--- src/rtl/phy_8b10b_pkg.sv ---
// Shared 8B/10B PHY framing constants, FSM state type and EOF helper.
package phy_8b10b_pkg;

  // Control and data characters used on the framed K/D stream
  localparam logic [7:0] K_COMMA  = 8'hBC;
  localparam logic [7:0] D_COMMA2 = 8'h50;
  localparam logic [7:0] K_SOF    = 8'hFB;
  localparam logic [7:0] K_EOF    = 8'hFD;
  localparam logic [7:0] PAD      = 8'h00;

  // Idle word in big-endian framing order (byte 0 in [31:24], K flag in bit 3)
  localparam logic [31:0] IDLE_WORD = {K_COMMA, D_COMMA2, K_COMMA, D_COMMA2};
  localparam logic [3:0]  IDLE_CHAR = 4'b1010;

  typedef enum logic [1:0] {
    StIdle,
    StData,
    StEof,
    StDrop
  } tx_state_e;

  // Held bytes still owed on the EOF word; any non MSB-contiguous keep sends all three
  function automatic logic [1:0] eof_rem(input logic [3:0] keep);
    logic [1:0] rem;
    case (keep)
      4'h8:    rem = 2'd0;
      4'hC:    rem = 2'd1;
      4'hE:    rem = 2'd2;
      default: rem = 2'd3;
    endcase
    return rem;
  endfunction

endpackage

--- src/rtl/phy_byte_swap.sv ---
// Combinational byte reversal of a 32-bit word and its 4 per-byte K flags.
module phy_byte_swap (
  input  logic [31:0] data_i,
  input  logic [3:0]  char_i,
  output logic [31:0] data_o,
  output logic [3:0]  char_o
);

  assign data_o = {data_i[7:0], data_i[15:8], data_i[23:16], data_i[31:24]};
  assign char_o = {char_i[0], char_i[1], char_i[2], char_i[3]};

endmodule

--- src/rtl/phy_tx_framer.sv ---
// GT TX framer: wraps AXIS frames in SOF/EOF K-chars and fills gaps with idle commas.
module phy_tx_framer
  import phy_8b10b_pkg::*;
#(
  parameter int unsigned P_MIN_IDLE = 2
) (
  input  logic        i_clk,
  input  logic        i_rst_n,
  input  logic        i_link_up,
  input  logic [31:0] i_tx_axis_data,
  input  logic [3:0]  i_tx_axis_keep,
  input  logic        i_tx_axis_valid,
  input  logic        i_tx_axis_last,
  output logic        o_tx_axis_ready,
  output logic [31:0] o_gt_tx_data,
  output logic [3:0]  o_gt_tx_char,
  output logic        o_underrun
);

  localparam logic [3:0] GapMax = 4'(P_MIN_IDLE);

  tx_state_e   state_q, state_d;
  logic [3:0]  gap_q, gap_d;
  logic [23:0] hold_q, hold_d;
  logic [3:0]  keep_q, keep_d;
  logic [31:0] word_d;
  logic [3:0]  char_d;
  logic        underrun_q, underrun_d;
  logic [31:0] gt_data_q, gt_data_d;
  logic [3:0]  gt_char_q, gt_char_d;
  logic        ready;
  logic        accept;

  // AXIS ready depends on state only (plus link gating of frame start)
  always_comb begin
    unique case (state_q)
      StIdle:         ready = i_link_up && (gap_q == GapMax);
      StData, StDrop: ready = 1'b1;
      default:        ready = 1'b0;
    endcase
  end

  assign accept = i_tx_axis_valid && ready;

  // Next state plus the big-endian framing word for the coming cycle
  always_comb begin
    state_d    = state_q;
    gap_d      = gap_q;
    hold_d     = hold_q;
    keep_d     = keep_q;
    word_d     = IDLE_WORD;
    char_d     = IDLE_CHAR;
    underrun_d = 1'b0;
    unique case (state_q)
      StIdle: begin
        if (accept) begin
          word_d  = {K_COMMA, D_COMMA2, K_SOF, i_tx_axis_data[31:24]};
          hold_d  = i_tx_axis_data[23:0];
          keep_d  = i_tx_axis_keep;
          state_d = i_tx_axis_last ? StEof : StData;
        end else if (gap_q != GapMax) begin
          gap_d = gap_q + 4'd1;
        end
      end
      StData: begin
        if (i_tx_axis_valid) begin
          word_d = {hold_q, i_tx_axis_data[31:24]};
          char_d = 4'b0000;
          hold_d = i_tx_axis_data[23:0];
          keep_d = i_tx_axis_keep;
          if (i_tx_axis_last) state_d = StEof;
        end else begin
          // Source starved mid-frame: close the frame with what is held
          word_d     = {hold_q, K_EOF};
          char_d     = 4'b0001;
          underrun_d = 1'b1;
          state_d    = StDrop;
        end
      end
      StEof: begin
        unique case (eof_rem(keep_q))
          2'd0: begin
            word_d = {K_EOF, PAD, PAD, PAD};
            char_d = 4'b1000;
          end
          2'd1: begin
            word_d = {hold_q[23:16], K_EOF, PAD, PAD};
            char_d = 4'b0100;
          end
          2'd2: begin
            word_d = {hold_q[23:8], K_EOF, PAD};
            char_d = 4'b0010;
          end
          default: begin
            word_d = {hold_q, K_EOF};
            char_d = 4'b0001;
          end
        endcase
        gap_d   = '0;
        state_d = StIdle;
      end
      default: begin
        // Discard the rest of an underrun frame
        if (accept && i_tx_axis_last) begin
          gap_d   = '0;
          state_d = StIdle;
        end
      end
    endcase
  end

  phy_byte_swap u_swap (
    .data_i (word_d),
    .char_i (char_d),
    .data_o (gt_data_d),
    .char_o (gt_char_d)
  );

  // State and registered GT outputs; reset drops straight back to idle commas
  always_ff @(posedge i_clk or negedge i_rst_n) begin
    if (!i_rst_n) begin
      state_q    <= StIdle;
      gap_q      <= '0;
      hold_q     <= '0;
      keep_q     <= '0;
      gt_data_q  <= {D_COMMA2, K_COMMA, D_COMMA2, K_COMMA};
      gt_char_q  <= 4'b0101;
      underrun_q <= 1'b0;
    end else begin
      state_q    <= state_d;
      gap_q      <= gap_d;
      hold_q     <= hold_d;
      keep_q     <= keep_d;
      gt_data_q  <= gt_data_d;
      gt_char_q  <= gt_char_d;
      underrun_q <= underrun_d;
    end
  end

  assign o_tx_axis_ready = ready;
  assign o_gt_tx_data    = gt_data_q;
  assign o_gt_tx_char    = gt_char_q;
  assign o_underrun      = underrun_q;

endmodule

--- config.mk ---
export PLATFORM = sky130hd
export DESIGN_NAME = phy_tx_framer
export DESIGN_NICKNAME = d
export VERILOG_FILES = /design/src/rtl/phy_8b10b_pkg.sv /design/src/rtl/phy_byte_swap.sv /design/src/rtl/phy_tx_framer.sv
export SDC_FILE = /design/constraint.sdc
export NUM_CORES = 1
export LEC_CHECK = 0
export ABC_AREA = 1
export CAP_MARGIN = 20
export CORE_ASPECT_RATIO = 2
export CORE_MARGIN = 8
export CORE_UTILIZATION = 46
export CTS_BUF_LIST = sky130_fd_sc_hd__clkbuf_4 sky130_fd_sc_hd__clkbuf_8
export CTS_CLUSTER_SIZE = 14
export DETAILED_ROUTE_END_ITERATION = 8
export PLACE_DENSITY_LB_ADDON = 0.15
export SYNTH_ARGS = -nofsm -noshare
export SYNTH_HDL_FRONTEND = slang
export SYNTH_HIERARCHICAL = 1
export SYNTH_SLANG_ARGS = --single-unit
--- constraint.sdc ---
create_clock -name i_clk -period 1.6 [get_ports i_clk]
set_clock_uncertainty 0.05 [all_clocks]
set_input_delay 0.32 -clock i_clk [delete_from_list [all_inputs] [get_ports i_clk]]
set_output_delay 0.32 -clock i_clk [all_outputs]
set_load 0.01 [all_outputs]
==> results of run 1 <==
## flip-flops by register name (all words and copies together), names as in the netlist
| name | cells |
|---|---|
| o_gt_tx_data | 32 |
| hold_q | 24 |
| gap_q | 4 |
| keep_q | 4 |
| o_gt_tx_char | 4 |
| state_q | 2 |
| o_underrun | 1 |
## critical path, stage by stage, from the launching register on
cell and delay, ns:
dfrtp_1 0.37, inv_2 0.07, buf_4 0.14, ha_4 0.16, nor2_4 0.12, buf_6 0.13
nand2_8 0.06, nand3_4 0.07, nand2_4 0.09, buf_12 0.15, clkbuf_16 0.15, nand3_1 0.07
nand2_1 0.06
## synthesized netlist by cell type (all sizes together)
| master | count | area share |
|---|---|---|
| nand3 | 35 | 0.057 |
| o21ai | 4 | 0.0061 |
| ha | 7 | 0.027 |
| dfstp | 16 | 0.13 |
| a22oi | 1 | 0.0023 |
| dfrtp | 55 | 0.42 |
| clkbuf | 4 | 0.0046 |
| xor2 | 1 | 0.0027 |
| a21oi | 29 | 0.054 |
| nand4 | 4 | 0.0096 |
| inv | 23 | 0.026 |
| nor2 | 26 | 0.032 |
| buf | 42 | 0.096 |
| xnor2 | 1 | 0.0027 |
| nand2 | 102 | 0.12 |
| clkinv | 1 | 0.0011 |
| or2 | 2 | 0.0038 |
| nor3 | 2 | 0.0031 |
## metrics by stage
step	setup WS [ns]	utilization	total power [mW]	cells
2_1_floorplan	-0.139	-	6.53	355
3_3_place_gp	-0.334	0.608	7.87	519
3_5_place_dp	-0.332	0.608	8.02	519
4_1_cts	-0.209	0.668	9.89	541
5_1_grt	-0.265	0.733	11.8	550
6_report	-0.209	0.733	11.1	550
## metal layers
layer,vias to the layer above,track usage,wire length [um]
met5,-,0,0
met4,0,0.0744,291
met3,22,0.0549,519
met2,80,0.329,5210
met1,1336,0.161,3110
li1,1297,-,-
## layout by cell type (no fill, tap or decap), drive strengths merged, types with 4 or more instances in the layout
master / n
a21oi: 29
inv: 24
buf: 55
nor2: 26
dfrtp: 55
ha: 7
clkbuf: 16
o21ai: 4
nand2: 102
nand4: 4
nand3: 35
dfstp: 16
dlygate4sd2: 35
clkdlybuf4s50: 39
## what timing repair did
item | 4_1_cts | 5_1_grt
hold buffers | 1 | 0
gates resized for setup | 92 | 82
cloned | 2 | 4
hold endpoints to repair | 12 | 0
pin swaps | 6 | 22
setup endpoints to repair | 104 | 65
buffers inserted | 3 | 5
## final timing paths
| path | start | endpoint | slack [ns] | cells after the start |
|---|---|---|---|---|
| worst max-delay path | state_q[1] | hold_q[12] | -0.21 | 12 |
| worst min-delay path | i_rst_n | o_gt_tx_data[11] | 0.37 | 2 |
| worst max register to register | state_q[1] | hold_q[12] | -0.21 | 12 |
| worst min register to register | hold_q[19] | hold_q[19] | 0.42 | 2 |
| max in group asynchronous | i_rst_n | o_gt_tx_data[4] | 0.49 | 3 |
| min in group i_clk | hold_q[19] | hold_q[19] | 0.42 | 2 |
## report_power, final
group / leakage [nW] / total, mW / switching [mW] / internal, mW
combinational: 1.49 / 6.70 / 3.60 / 3.10
clock: 0.0963 / 1.31 / 0.637 / 0.677
sequential: 0.857 / 3.08 / 0.325 / 2.76
total: 2.44 / 11.1 / 4.56 / 6.54
## area by class of cell
class                           count  area [sq um]  share of cell area
Clock buffer                       13           166              0.0330
Tap cell                           90           113              0.0223
Sequential cell                    71          1800               0.356
Timing Repair Buffer              135          1360               0.269
Clock inverter                      3          17.5             0.00347
Inverter                           24           103              0.0203
Multi-Input combinational cell    214          1500               0.296
## kinds of logic after synthesis
family,count (synthesis),synth area share
and+or+nand+nor,171,0.228
DFF,71,0.550
buffers and inverters,70,0.128
AOI/OAI and AO/OA,34,0.0620
adders and majority gates,7,0.0268
xor gates and xnor gates,2,0.00536
==> impl_metrics.tcl, run 1 <==
set metrics [dict create \
    synth_seq_cells 71 \
    numCtsBuffers 9 \
    diodes 0 \
    critPathKind "reg -> reg" \
    core_area_sq_mm 0.00689 \
    final_max_slew_viol_count 0 \
    wire_per_inst_um 16.6 \
    hold_viol 0 \
    synthDistinctLibCells 27 \
    setup_tns_ns -6.32 \
    vias 2735 \
    clock-root-buffer "clkbuf_8" \
    grt_pass1_wl_um 13300 \
    drive_gt1_frac 0.413 \
    cp-end-kind "flop" \
    drt_pass1_iterations 4 \
    antenna_found_initial 0 \
    setup_viol_count_final 51 \
    synth_area_sq_mm 0.00327 \
    vdd_ir_drop_max_mv 1.05 \
    gr-total-overflow 0 \
    max_cap_violations 0 \
    stdcell_area_sq_mm 0.00505 \
    worst_slack_ns -0.209 \
    clkSlewWorstSetupHoldPaths_ns 0.07 \
    nets 503 \
    dieHeight_um 135 \
    initialDrtViolationCount 112 \
    cts_tree "built" \
    syn_to_final_growth_pct 54.5 \
    violations "negative setup slack" \
    finalWirelength_um 9130 \
    worstMarginPinSlew_ns 0.407 \
    place_congestion 0.829 \
    place_area_sq_mm 0.00419 \
    ctsLongestPathBuffers 2 \
    startpoint_type "flop" \
    die_w_um 75.6 \
    start_util 0.475 \
    drc 0 \
    powerDensity_mw_per_mm2 2200 \
    htreeDepth 3 \
    clock_sink_count 71 \
    syn_nets 403 \
    grt_pass1_vias 2853 \
    syn_area_per_cell_sq_um 9.21 \
    grt_max_degree 46 \
    syn-instance-count 355 \
    hpwlAfterDp_um 5920 \
    leakage_nw 2.44 \
    period_share 1.13 \
    cp_max_fo 5 \
    die-area_sq_mm 0.0102 \
    seq_area_frac_synth 0.550 \
    clock_latency_ns 0.35 \
    pin_count 79 \
    crit_arrival_ns 2.00 \
    hp-class "in -> async" \
    worst_ep_required_time_ns 1.79 \
    rsz0062_at_grt "true" \
    max_freq_mhz 553 \
    period_needed_ns 1.81 \
    fillers 530 \
    ant_nets 0 \
    relSlewSlack 0.728 \
    viasPerCell 4.97 \
    grtUsageTotal 0.175 \
    outcome "complete, but fails checks" \
    rows 43 \
    whs_ns 0.373 \
    port-buffer-count 78 \
    ys.warnings.count 6 \
]
(Power assumes the default switching activity.)
==> run 2, diff against run 1 <==
- MAX_ROUTING_LAYER: not set -> met4
==> run 2 against run 1 <==
  * The flow still finishes with violations (negative setup slack)
  * Total power up 0.43%
  * Critical path depth unchanged
  * Clock power about the same
  * Design area up 0.32%
  * Routed wire length about the same
  * Utilization up 0.24 points
  * Sequential power about the same
  * Critical endpoint unchanged
==> impl_metrics.tcl, run 2 (synthesized netlist as in run 1, its figures left out) <==
set metrics [dict create \
    startpoint_type "flop" \
    layout_commonest_cell "nand2_1" \
    die_w_um 75.6 \
    drc 0 \
    leakage_nw 2.44 \
    final_max_slew_viol_count 0 \
    max_cap_violations 0 \
    stdcell_count 550 \
    outcome "complete, but fails checks" \
    fillers 532 \
    dp_slack_ns -0.332 \
    wire_per_inst_um 16.6 \
    r2r_start "state_q[1]" \
    rows 43 \
    setup_viol_count_final 52 \
    grtUsageTotal 0.180 \
    core_area_sq_mm 0.00689 \
    hold_viol 0 \
    ant_nets 0 \
    cp-end-kind "flop" \
    r2r_setup_slack_ns -0.19 \
    clock_sink_count 71 \
    crit_arrival_ns 1.99 \
    clock_latency_ns 0.35 \
    vias 2711 \
    cp_max_fo 5 \
    syn_to_final_growth_pct 55.0 \
    max_freq_mhz 558 \
    clkSlewWorstSetupHoldPaths_ns 0.07 \
    drive_gt1_frac 0.415 \
    numCtsBuffers 9 \
    ctsLongestPathBuffers 2 \
    worstMarginPinSlew_ns 0.410 \
    layout_common_cells "82 x nand2_1, 55 x dfrtp_1, 39 x clkdlybuf4s50_1" \
    htreeDepth 3 \
    critPathKind "reg -> reg" \
    powerDensity_mw_per_mm2 2200 \
    diodes 0 \
    cts_tree "built" \
    viasPerCell 4.93 \
    rsz0062_at_grt "true" \
    grt_pass1_vias 2854 \
    dp.cells 519 \
    finalWirelength_um 9130 \
    grt_max_degree 46 \
    place_congestion 0.841 \
    gr-total-overflow 0 \
    whs_ns 0.374 \
    die-area_sq_mm 0.0102 \
    worst_ep_required_time_ns 1.79 \
    rr_worst_depth 12 \
    dieHeight_um 135 \
    hp-class "in -> async" \
    antenna_found_initial 0 \
    relSlewSlack 0.727 \
    nets 503 \
    initialDrtViolationCount 82 \
    hpwlAfterDp_um 5920 \
    pin_count 79 \
    r2r_end "hold_q[12]" \
    period_needed_ns 1.79 \
    clock-root-buffer "clkbuf_8" \
    period_share 1.12 \
    vdd_ir_drop_max_mv 1.17 \
    worst_slack_ns -0.192 \
    largest_reg_flops 32 \
    grt_pass1_wl_um 13300 \
    violations "negative setup slack" \
    start_util 0.475 \
    drt_pass1_iterations 4 \
    port-buffer-count 78 \
]
## run 2: cell counts in the layout (fill, tap and decap cells not counted)
No cell type changed its count.
## run 2: stage by stage
step | total power [mW] | setup TNS (ns) | utilization | area [sq um]
after floorplan | 6.53 | -4.82 | - | 3280
after global placement | 7.87 | -13.14 | 0.608 | 4190
after detailed placement | 8.02 | -14.07 | 0.608 | 4190
after CTS | 9.89 | -6.11 | 0.668 | 4600
after global routing | 11.8 | -11.11 | 0.736 | 5070
final | 11.1 | -6.18 | 0.736 | 5070
## run 2: final cells by class
cell class	instances	area, sq um	area share
multi-input combinational	214	1510	0.298
sequential	71	1800	0.355
inverter	24	103	0.0203
clock buffer	13	166	0.0328
timing repair buffer	135	1360	0.269
clock inverter	3	17.5	0.00346
tap	90	113	0.0222
## run 2: worst max path at each step
stage,startpoint,endpoint,cells past startpoint
after floorplan,state_q[0],keep_q[1],13
after global placement,i_link_up,o_tx_axis_ready,4
after detailed placement,i_link_up,o_tx_axis_ready,4
after CTS,state_q[0],o_tx_axis_ready,7
after global routing,state_q[0],hold_q[7],13
final,state_q[1],hold_q[12],12
## run 2: power by group
part | leakage (nW) | switching [mW] | internal [mW]
sequential | 0.857 | 0.323 | 2.76
combinational | 1.49 | 3.63 | 3.12
clock | 0.0963 | 0.636 | 0.677
## run 2: timing repair
| item | CTS | global route |
|---|---|---|
| resized for setup | 92 | 85 |
| pin swaps | 6 | 24 |
| cloned | 2 | 4 |
| hold buffers | 1 | 0 |
| setup buffers | 3 | 5 |
| endpoints found under the hold margin | 12 | 0 |
| endpoints found under the setup margin | 104 | 65 |
## run 2: per-layer routing
metal | vias up | share of wire | track usage
li1 | 1296 | - | -
met1 | 1313 | 0.35 | 0.166
met2 | 76 | 0.58 | 0.329
met3 | 26 | 0.048 | 0.0467
met4 | 0 | 0.031 | 0.0776
met5 | - | 0 | -
## run 2: worst max-delay path: stages (launching register included)
cell and delay, ns:
dfrtp_1 0.37, inv_2 0.07, buf_4 0.14, ha_4 0.16, nor2_4 0.11, buf_6 0.13, nand2_8 0.06, nand3_4 0.07
nand2_4 0.09, buf_12 0.15, clkbuf_16 0.15, nand3_1 0.07, nand2_1 0.06
==> run 3, diff against run 2 <==
- SLEW_MARGIN: not set -> 40
- clock period: 1.6 -> 1.5 ns (I/O delays scaled with it)
==> run 3 against run 2 <==
  * The run still ends with negative setup slack left
  * Critical path depth rose by 1
  * Sequential power rose by 7.1%
  * Non-clock buffer count fell by 2
  * Design area fell by 0.22%
  * Global-route usage rose by 0.21 points
  * Hold slack improved by 0.047 ns
  * Clock power rose by 21%
  * Total power rose by 8.2%
  * Combinational power rose by 6.5%
  * Routed wire length fell by 0.67%
  * Die area did not move
  * Critical path type unchanged
  * Highest routed layer unchanged
==> impl_metrics.tcl, run 3 (synthesized netlist as in run 1, its figures left out) <==
set metrics [dict create \
    grt_max_degree 72 \
    critPathKind "reg -> reg" \
    vias 2697 \
    hold_viol 0 \
    violations "negative setup slack" \
    antenna_found_initial 0 \
    vdd_ir_drop_max_mv 1.40 \
    pin_count 79 \
    drc 0 \
    layout_common_cells "72 x nand2_1, 55 x dfrtp_1, 39 x clkdlybuf4s50_1" \
    setup_tns_ns -14.21 \
    dp_slack_ns -0.395 \
    grt_pass1_vias 2818 \
    start_util 0.475 \
    syn_to_final_growth_pct 54.6 \
    leakage_nw 2.43 \
    die_w_um 75.6 \
    htreeDepth 3 \
    core_area_sq_mm 0.00689 \
    crit_arrival_ns 2.05 \
    die-area_sq_mm 0.0102 \
    dieHeight_um 135 \
    finalWirelength_um 9070 \
    hpwlAfterDp_um 5750 \
    drt_pass1_iterations 6 \
    max_freq_mhz 551 \
    clkSlewWorstSetupHoldPaths_ns 0.08 \
    cts_tree "built" \
    relSlewSlack 0.755 \
    max_cap_violations 0 \
    worstMarginPinSlew_ns 0.368 \
    layout_commonest_cell "nand2_1" \
    cp-end-kind "flop" \
    ctsLongestPathBuffers 2 \
    ant_nets 0 \
    initialDrtViolationCount 127 \
    cp_max_fo 5 \
    largest_reg_flops 32 \
    fillers 538 \
    setup_viol_count_final 66 \
    worst_ep_required_time_ns 1.74 \
    totalPowerFinal_mw 12.1 \
    startpoint_type "flop" \
    wire_per_inst_um 16.5 \
    final_max_slew_viol_count 0 \
    nets 501 \
    period_share 1.21 \
    drive_gt1_frac 0.419 \
    rows 43 \
    hp-class "reg -> reg" \
    stdcell_count 548 \
    period_needed_ns 1.82 \
    viasPerCell 4.92 \
    gr-total-overflow 0 \
    grt_pass1_wl_um 13500 \
    place_congestion 0.882 \
    clock-root-buffer "clkbuf_8" \
    clock_latency_ns 0.35 \
    multi_input_area_sq_mm 0.00147 \
    numCtsBuffers 9 \
    outcome "complete, but fails checks" \
    fin_util 0.734 \
    clock_sink_count 71 \
    rsz0062_at_grt "true" \
    seqCellArea_sq_mm 0.00180 \
    port-buffer-count 78 \
    powerDensity_mw_per_mm2 2390 \
    dp.cells 516 \
    grtUsageTotal 0.183 \
    diodes 0 \
    worst_slack_ns -0.315 \
]
## run 3: cell types whose count changed in the layout (fill, tap and decap cells not counted), moves of 4 or more
cell | before | now
nand2_1 | 82 | 72
clkdlybuf4s15_1 | 0 | 10
inv_4 | 1 | 5
a21oi_2 | 27 | 20
dlygate4sd2_1 | 35 | 24
a21oi_1 | 2 | 8
inv_2 | 7 | 3
nand2_2 | 10 | 21
## run 3: final timing paths
kind / cells after the start / slack (ns) / end / start
setup / recovery: 13 / -0.32 / keep_q[3] / state_q[0]
hold / removal: 2 / 0.42 / hold_q[7] / hold_q[7]
setup reg to reg: 13 / -0.32 / keep_q[3] / state_q[0]
hold reg to reg: 2 / 0.42 / hold_q[7] / hold_q[7]
max in group asynchronous: 3 / 0.61 / o_gt_tx_data[3] / i_rst_n
min in group asynchronous: 3 / 0.44 / o_gt_tx_data[9] / i_rst_n
## run 3: final cells by class
class | instances | area share
inverter | 24 | 0.0205
tap | 90 | 0.0223
sequential | 71 | 0.355
timing repair buffer | 133 | 0.271
multi-input combinational | 214 | 0.290
clock inverter | 1 | 0.00594
clock buffer | 15 | 0.0347
## run 3: routing by layer
layer,up-vias,GRT usage,part of all wire
met5,-,-,0
met4,0,0.0927,0.032
met3,23,0.0497,0.055
met2,85,0.312,0.57
met1,1306,0.180,0.34
li1,1283,-,-
## run 3: through the flow
step / instance area [sq um] / hold slack [ns]
CTS: 4700 / 0.426
floorplan: 3280 / -0.0456
global route: 5050 / 0.441
finish: 5050 / 0.422
global placement: 4180 / 0.295
detailed placement: 4180 / 0.305
## run 3: repair_timing
item,in CTS,in global routing
endpoints found under the hold margin,55,0
cloned,1,6
gates resized for setup,119,66
hold buffers,1,0
pin swaps,9,14
setup buffers,8,2
endpoints found under the setup margin,108,80
## run 3: power breakdown
part           leakage, nW  switching (mW)  internal (mW)
Clock                0.109           0.666          0.909
Sequential           0.857           0.355           2.94
Combinational         1.47            3.82           3.37
Total                 2.43            4.84           7.22
## run 3: critical path, cell delays in order, from the launching register on
cell	delay, ns
dfrtp_1	0.40
inv_2	0.10
ha_4	0.15
nand2_2	0.05
inv_2	0.06
nand3_2	0.08
buf_6	0.13
nand2_4	0.07
nand3_4	0.08
nand2_4	0.11
buf_8	0.15
buf_6	0.14
nand3_2	0.09
nand2_1	0.10
